[src/rtl/rv32i_multicycle_ctrl.sv]
// rtl/rv32i_multicycle_ctrl.sv - RV32I multi-cycle control sequencer (optional MEM timeout: MCCTRL_TIMEOUT_EN)
module rv32i_multicycle_ctrl #(
    parameter int unsigned MEM_TIMEOUT = 16
) (
    input  logic        clk,
    input  logic        reset,
    input  logic [31:0] instr_rdata,
    input  logic        mem_ready,
    input  logic        btaken,
    output logic        ir_en,
    output logic        pc_en,
    output logic [1:0]  pc_mux_sel,
    output logic        register_write_en,
    output logic [1:0]  rd_mux_en,
    output logic        imm_en,
    output logic        alu_a_pc,
    output logic [3:0]  alu_control_en,
    output logic        mem_write_en,
    output logic        mem_read_en,
    output logic [2:0]  mem_size,
    output logic        illegal_instr,
    output logic        bus_error,
    output logic [31:0] instret
);

    localparam logic [6:0] OP_R      = 7'b0110011;
    localparam logic [6:0] OP_I      = 7'b0010011;
    localparam logic [6:0] OP_LOAD   = 7'b0000011;
    localparam logic [6:0] OP_STORE  = 7'b0100011;
    localparam logic [6:0] OP_BRANCH = 7'b1100011;
    localparam logic [6:0] OP_LUI    = 7'b0110111;
    localparam logic [6:0] OP_AUIPC  = 7'b0010111;
    localparam logic [6:0] OP_JAL    = 7'b1101111;
    localparam logic [6:0] OP_JALR   = 7'b1100111;
    localparam logic [31:0] NOP      = 32'h0000_0013;

    typedef enum logic [2:0] {
        S_FETCH   = 3'd0,
        S_DECODE  = 3'd1,
        S_EXECUTE = 3'd2,
        S_MEM     = 3'd3,
        S_WB      = 3'd4
    } state_t;

    state_t      state;
    logic [31:0] ir;
    logic [31:0] instret_q;

    logic [6:0]  opcode;
    logic [2:0]  funct3;
    logic        funct7_b5;
    logic        supported;
    logic        is_store;
    logic        is_mem_op;
    logic        timeout_hit;

    assign opcode    = ir[6:0];
    assign funct3    = ir[14:12];
    assign funct7_b5 = ir[30];
    assign is_store  = (opcode == OP_STORE);
    assign is_mem_op = (opcode == OP_LOAD) || is_store;

    // Register and immediate fields are decoded by the datapath, not here.
    logic unused_ir_bits;
    assign unused_ir_bits = ^{ir[31], ir[29:15], ir[11:7]};

    // Classify the latched opcode as supported or illegal.
    always_comb begin
        supported = 1'b0;
        case (opcode)
            OP_R, OP_I, OP_LOAD, OP_STORE, OP_BRANCH,
            OP_LUI, OP_AUIPC, OP_JAL, OP_JALR: supported = 1'b1;
            default:                           supported = 1'b0;
        endcase
    end

`ifdef MCCTRL_TIMEOUT_EN
    logic [31:0] wait_cnt;

    assign timeout_hit = (state == S_MEM) && !mem_ready &&
                         (wait_cnt == 32'(MEM_TIMEOUT - 1));

    // MEM wait counter: cleared on the way into MEM, counts not-ready cycles.
    always_ff @(posedge clk) begin
        if (reset) begin
            wait_cnt <= '0;
        end else if (state == S_EXECUTE) begin
            wait_cnt <= '0;
        end else if (state == S_MEM && !mem_ready) begin
            wait_cnt <= wait_cnt + 32'd1;
        end
    end
`else
    localparam int unsigned unused_mem_timeout = MEM_TIMEOUT;
    assign timeout_hit = 1'b0;
`endif

    logic        ir_en_c;
    logic        pc_en_c;
    logic [1:0]  pc_mux_sel_c;
    logic        register_write_en_c;
    logic [1:0]  rd_mux_en_c;
    logic        imm_en_c;
    logic        alu_a_pc_c;
    logic [3:0]  alu_control_en_c;
    logic        mem_write_en_c;
    logic        mem_read_en_c;
    logic        illegal_instr_c;
    logic        bus_error_c;

    // Per-state control decode; combinational so MEM completion and reset act in the same cycle.
    always_comb begin
        ir_en_c             = 1'b0;
        pc_en_c             = 1'b0;
        pc_mux_sel_c        = 2'b00;
        register_write_en_c = 1'b0;
        rd_mux_en_c         = 2'b00;
        imm_en_c            = 1'b0;
        alu_a_pc_c          = 1'b0;
        alu_control_en_c    = 4'b0000;
        mem_write_en_c      = 1'b0;
        mem_read_en_c       = 1'b0;
        illegal_instr_c     = 1'b0;
        bus_error_c         = 1'b0;
        case (state)
            S_FETCH: begin
                ir_en_c = 1'b1;
            end
            S_DECODE: begin
                if (!supported) begin
                    illegal_instr_c = 1'b1;
                    pc_en_c         = 1'b1;
                end
            end
            S_EXECUTE: begin
                pc_en_c = !is_mem_op;
                case (opcode)
                    OP_R: begin
                        alu_control_en_c    = {funct7_b5, funct3};
                        register_write_en_c = 1'b1;
                    end
                    OP_I: begin
                        imm_en_c            = 1'b1;
                        // Only the shift-right pair uses bit 30 as an op selector.
                        alu_control_en_c    = (funct3 == 3'b101) ? {funct7_b5, funct3}
                                                                 : {1'b0, funct3};
                        register_write_en_c = 1'b1;
                    end
                    OP_LUI: begin
                        register_write_en_c = 1'b1;
                        rd_mux_en_c         = 2'b11;
                    end
                    OP_AUIPC: begin
                        alu_a_pc_c          = 1'b1;
                        imm_en_c            = 1'b1;
                        register_write_en_c = 1'b1;
                    end
                    OP_JAL: begin
                        register_write_en_c = 1'b1;
                        rd_mux_en_c         = 2'b10;
                        pc_mux_sel_c        = 2'b01;
                    end
                    OP_JALR: begin
                        register_write_en_c = 1'b1;
                        rd_mux_en_c         = 2'b10;
                        imm_en_c            = 1'b1;
                        pc_mux_sel_c        = 2'b10;
                    end
                    OP_BRANCH: begin
                        pc_mux_sel_c = btaken ? 2'b01 : 2'b00;
                    end
                    default: begin
                        imm_en_c = 1'b1;
                    end
                endcase
            end
            S_MEM: begin
                imm_en_c       = 1'b1;
                mem_write_en_c = is_store;
                mem_read_en_c  = !is_store;
                if (mem_ready) begin
                    pc_en_c = is_store;
                end else if (timeout_hit) begin
                    bus_error_c = 1'b1;
                    pc_en_c     = 1'b1;
                end
            end
            S_WB: begin
                register_write_en_c = 1'b1;
                rd_mux_en_c         = 2'b01;
                pc_en_c             = 1'b1;
            end
            default: begin
            end
        endcase
    end

    // Sequencer state, instruction latch and retirement counter.
    always_ff @(posedge clk) begin
        if (reset) begin
            state     <= S_FETCH;
            ir        <= NOP;
            instret_q <= '0;
        end else begin
            if (pc_en_c) begin
                instret_q <= instret_q + 32'd1;
            end
            case (state)
                S_FETCH: begin
                    ir    <= instr_rdata;
                    state <= S_DECODE;
                end
                S_DECODE:  state <= supported ? S_EXECUTE : S_FETCH;
                S_EXECUTE: state <= is_mem_op ? S_MEM : S_FETCH;
                S_MEM: begin
                    if (mem_ready) begin
                        state <= is_store ? S_FETCH : S_WB;
                    end else if (timeout_hit) begin
                        state <= S_FETCH;
                    end
                end
                S_WB:      state <= S_FETCH;
                default:   state <= S_FETCH;
            endcase
        end
    end

    assign ir_en             = reset ? 1'b0    : ir_en_c;
    assign pc_en             = reset ? 1'b0    : pc_en_c;
    assign pc_mux_sel        = reset ? 2'b00   : pc_mux_sel_c;
    assign register_write_en = reset ? 1'b0    : register_write_en_c;
    assign rd_mux_en         = reset ? 2'b00   : rd_mux_en_c;
    assign imm_en            = reset ? 1'b0    : imm_en_c;
    assign alu_a_pc          = reset ? 1'b0    : alu_a_pc_c;
    assign alu_control_en    = reset ? 4'b0000 : alu_control_en_c;
    assign mem_write_en      = reset ? 1'b0    : mem_write_en_c;
    assign mem_read_en       = reset ? 1'b0    : mem_read_en_c;
    assign mem_size          = reset ? 3'b000  : funct3;
    assign illegal_instr     = reset ? 1'b0    : illegal_instr_c;
    assign bus_error         = reset ? 1'b0    : bus_error_c;
    assign instret           = reset ? 32'd0   : instret_q;

endmodule

[config.mk]
export PLATFORM = sky130hd
export DESIGN_NAME = rv32i_multicycle_ctrl
export DESIGN_NICKNAME = d
export VERILOG_FILES = /design/src/rtl/rv32i_multicycle_ctrl.sv
export SDC_FILE = /design/constraint.sdc
export NUM_CORES = 1
export LEC_CHECK = 0
export BUFFER_PORTS_ARGS = -buffer_cell sky130_fd_sc_hd__buf_2
export CAP_MARGIN = 20
export CORE_AREA = 3 3 77 79
export DETAILED_ROUTE_END_ITERATION = 10
export DIE_AREA = 0 0 80 82
export PLACE_DENSITY = 0.75
export SETUP_SLACK_MARGIN = 0.2
export SLEW_MARGIN = 40
export SYNTH_ARGS = -nofsm -noshare
export SYNTH_HDL_FRONTEND = slang
export SYNTH_SLANG_ARGS = --single-unit
[constraint.sdc]
create_clock -name clk -period 3.14 [get_ports clk]
set_clock_uncertainty 0.2 [all_clocks]
set_input_delay 0.628 -clock clk [delete_from_list [all_inputs] [get_ports clk]]
set_output_delay 0.628 -clock clk [all_outputs]
set_load 0.02 [all_outputs]
Word-level counts from Yosys, hierarchy flattened --
Index checks and enable logic that the tools add are counted.
Cells by class: add/sub/neg operators 1, multipliers 0, div/mod/pow operators 0, order comparisons 0, equal/unequal tests 15, shift operators 0, mux-type cells 40, bitwise logic cells 0, reductions and logical operators 8
Operators with widths (number):
- adder 32 x 1 -> 32 bit (second input constant) | 1
- 2-to-1 mux 32 bit | 1
- equality test 7 x 6 -> 1 bit (second input constant) | 3
- equality test 7 bit (second input constant) | 3
- 2-to-1 mux 1 bit | 20
- equality test 7 x 5 -> 1 bit (second input constant) | 2
- 2-to-1 mux 4 bit | 3
- case mux 3 bit (4 select lines) | 1
- 2-to-1 mux 2 bit | 5
- 2-to-1 mux 3 bit | 3
- OR reduction 9 bit | 1
- case mux 2 bit (2 select lines) | 2
- case mux 4 bit (2 select lines) | 1
- equality test 7 x 2 -> 1 bit (second input constant) | 1
- equality test 3 x 2 -> 1 bit (second input constant) | 2
- equality test 3 bit (second input constant) | 2
- case mux 2 bit (3 select lines) | 1
- OR reduction 6 bit | 1
- case mux 1 bit (2 select lines) | 2
- case mux 1 bit (4 select lines) | 1
- OR reduction 4 bit | 1
- equality test 3 x 1 -> 1 bit (second input constant) | 1
- logical NOT 3 bit | 1
- logical NOT 1 bit | 2
- other kinds (3) | 3
Word-level totals: register bits 66, bits in latches 0, bits in writable memories 0, ROM bits 0, input port bits 36, output and inout port bits 52, word-level logic and storage cells 67, memories 0

Depth between registers and ports, before layout --
depth after elaboration 6, depth in mapped cells 9, gate-level depth less buffers 6

Worst setup path after synthesis --
No wires, ideal clock.
path kind register to output, start point reg ir[2], end point out pc_en, arrival 1.920 ns, slack 0.392 ns, cell stages (with the launch flop) 9, cells stage by stage dfxtp_1 buf_2 nor2_1 nor4b_2 mux2_2 a211oi_4 buf_2 buf_4 nor2_1
Between the ends: longest elaborated chain between the ends 6, elaborated cells on any way between the ends 17, those cells by class eq/ne (9); mux (5); reduce/logical (3)
Ends and longest elaborated chain:
- start, declared | RTL line 46 | logic [31:0] ir;
- start signal, assigned | RTL line 210 | ir <= instr_rdata;
- equality test 7 x 6 -> 1 bit, or another cell as far along | RTL line 60, 70
- OR reduction 9 bit | RTL line 70 | case (opcode)
- 2-to-1 mux 1 bit | RTL line 70
- 2-to-1 mux 1 bit | RTL line 130 | if (!supported) begin
- case mux 1 bit (4 select lines) * | RTL line 125 | case (state)
- 2-to-1 mux 1 bit * | RTL line 229 | assign pc_en = reset ? 1'b0 : pc_en_c;
- end, declared | RTL line 11 | output logic pc_en,
Mark *: on every way between the ends. The rest lies on a longest branch, timed or not.

Worst setup path in the final report --
start point reg ir[4], end point out rd_mux_en[0]
Between the ends: longest elaborated chain between the ends 5, elaborated cells on any way between the ends 7, those cells by class eq/ne (3); mux (3); reduce/logical (1)
Ends and longest elaborated chain:
- equality test 7 bit | RTL line 137 | case (opcode)
- OR reduction 2 bit (no source line)
- case mux 2 bit (2 select lines) * | RTL line 137
- case mux 2 bit (2 select lines) * | RTL line 125
- 2-to-1 mux 2 bit * | RTL line 232 | assign rd_mux_en = reset ? 2'b00 : rd_mux_en_c;
- end, declared | RTL line 14 | output logic [1:0] rd_mux_en,
Marks and branches as above.

==> impl_metrics.tcl <==
set metrics [dict create \
    fin_crit_sh 0.907 \
    min_to "ir[30]" \
    cts_buffers 5 \
    cts_root_buf "clkbuf_8" \
    post_synth.cell_area_avg_um2 7.80 \
    dp_hpwl_mm 4.25 \
    insertion_delay_ns 0.29 \
    timing.rr.end "instret_q[25]" \
    synthFlopType "dfxtp_1" \
    r2r-start "state[0]" \
    drt-vias-per-instance 5.50 \
    ys_types 49 \
    coreArea_um2 5410 \
    setup_ws_ns 0.291 \
    via_count 2575 \
    routed_wl_mm 6.07 \
    die_area_um2 6560 \
    irDropWorstVdd_mv 0.267 \
    grt_overflow 0 \
    tns_ns 0 \
    drt_iter0_markers 130 \
    grt_max_degree 86 \
    grt_usage 0.192 \
    placed_area_um2 3010 \
    crit_arrival_ns 2.02 \
    max-cap-violations 0 \
    antenna_found_initial 0 \
    clock-sinks 46 \
    dr.pass1.iters 4 \
    hold_viol_final 0 \
    ys_seq_area_frac 0.345 \
    min_path_cells 2 \
    syn-instance-count 342 \
    io_pins 88 \
    synth_nets 379 \
    die_x_um 80 \
    yosysTopAreaCellShare 0.345 \
    initial_core_util 0.494 \
    reg2regPathDepth 6 \
    cts_max_level 2 \
    rsz0062_at_grt "true" \
    antenna_cells 0 \
    grt_pass1_wl_mm 10.2 \
    status "completed" \
    final_nets 433 \
    hold_start "ir[30]" \
    synth_area_um2 2670 \
    period_needed_ns 2.85 \
    syn_to_final_growth_pct 17.4 \
    path_class "reg2out" \
    crit_path_start_kind "flop" \
    path_max_fanout 6 \
    clock.fmax_mhz 351 \
    ctsHoldBuffers 0 \
    clk_pin_slew_ns 0.08 \
    hp-class "reg2reg" \
    synth_commonest_cells "dfxtp_1, nand2_1, nor2b_1" \
    cp-end-kind "output pin" \
    io_buffers 65 \
    synth_area_leaders "dfxtp_1, nor2b_1, nand2_1, a21oi_1, nor2_1" \
    powerDensity_nw_per_um2 410 \
    postLayoutCellArea_um2 3130 \
    synth_top_area_cell "dfxtp_1" \
    setup_viol 0 \
    die_y_um 82 \
    synth_edf_count 0 \
    core.rowCount 27 \
    ys_seq_elements 46 \
    synth.most_common_cell "dfxtp_1" \
    clock_path_buffers 2 \
    drt-wirelength-per-cell_um 13.0 \
    grt_pass1_vias 2344 \
    rrSetupSlack_ns 0.54 \
    cts_tree "built" \
    ys_warn_count 0 \
    drtAntennaViolNets 0 \
    layout-drive-gt1-share 0.230 \
    leakage_nw 1.28 \
    drc 0 \
    place_ws_ns 0.442 \
    final_max_slew_viol_count 0 \
    async_reset_ff_frac 0 \
    gp_congestion 0.838 \
    cp.required_ns 2.31 \
]
## critical path: stages, from the launching register on
cell,delay [ns]
dfxtp_4,0.39
or3b_4,0.41
or4_1,0.55
a211oi_2,0.21
buf_4,0.17
## worst max path at each step
stage / from / end / slack [ns] / cells after the start
after floorplan: ir[2] / pc_en / 0.39 / 8
after global placement: ir[4] / rd_mux_en[0] / 0.48 / 4
after detailed placement: ir[4] / rd_mux_en[0] / 0.44 / 4
after CTS: ir[6] / rd_mux_en[0] / 0.20 / 4
after global routing: ir[2] / pc_en / 0.19 / 6
final: ir[4] / rd_mux_en[0] / 0.29 / 4
## logic make-up (layout without fill, tap and decap cells)
group / count (synthesis) / in the layout / synth area share
compound gates: 64 / 64 / 0.148
mux: 12 / 12 / 0.0502
simple gates: 189 / 189 / 0.394
fa+ha+maj: 1 / 1 / 0.00469
xor+xnor: 1 / 1 / 0.00328
buf+inv: 28 / 82 / 0.0525
flops: 46 / 46 / 0.345
other cells: 1 / 1 / 0.00141
## repair_timing
item | CTS | global route
buffers inserted | 0 | 1
gates resized for setup | 4 | 6
endpoints found under the setup margin | 2 | 3
pin swaps | 0 | 2
## layout by cell type, fill, tap and decap left out, types with 3 or more instances in the layout
cell      instances
a211oi_1          3
a21oi_1          27
and2_1            3
and4_1            3
buf_2            64
buf_4             3
clkbuf_8          5
dfxtp_1          42
dfxtp_2           3
inv_1             6
mux2_1            8
mux2_2            3
nand2_1          40
nand3_1          16
nand3b_1          3
nand4_1           5
nor2_1           28
nor2b_1          34
nor3_1           13
nor3b_1           4
o21ai_0          11
o22a_1            3
o31ai_1          10
or3_1            10
or4_1            14
## where the power goes
part           internal [W]  switching (W)  leakage [nW]
Combinational      0.000110       0.000176         0.862
Sequential         0.000614      0.0000394         0.375
Clock              0.000154       0.000190        0.0383
Total              0.000878       0.000405          1.28
## registers in the layout, indices dropped and copies added (netlist names)
signal,count
ir,11
state,3
instret_q,32
## cell type report
class / instances / area (µm²)
clock buffers: 7 / 76.3
fillers: 524 / 2270
inverters: 6 / 22.5
multi-input cells: 268 / 1630
flip-flops and latches: 46 / 928
well taps: 72 / 90.1
repair buffers: 69 / 383
## metrics by stage
stage               hold slack, ns  cells  utilization  total power [W]
global placement             0.244    460        0.557         0.000930
finish                       0.266    468        0.579          0.00128
detailed placement           0.250    460        0.557         0.000936
global route                 0.278    468        0.579          0.00135
CTS                          0.261    467        0.575          0.00129
floorplan                    0.237    342            -         0.000872
## routing by layer
layer / vias to the layer above / global-route usage / routed length [µm]
met5: - / 0 / 0
met4: 0 / 0.0608 / 73
met3: 6 / 0.0471 / 292
met2: 57 / 0.339 / 2890
met1: 1190 / 0.229 / 2810
li1: 1322 / - / -
Power figures use the tool's default switching activity.
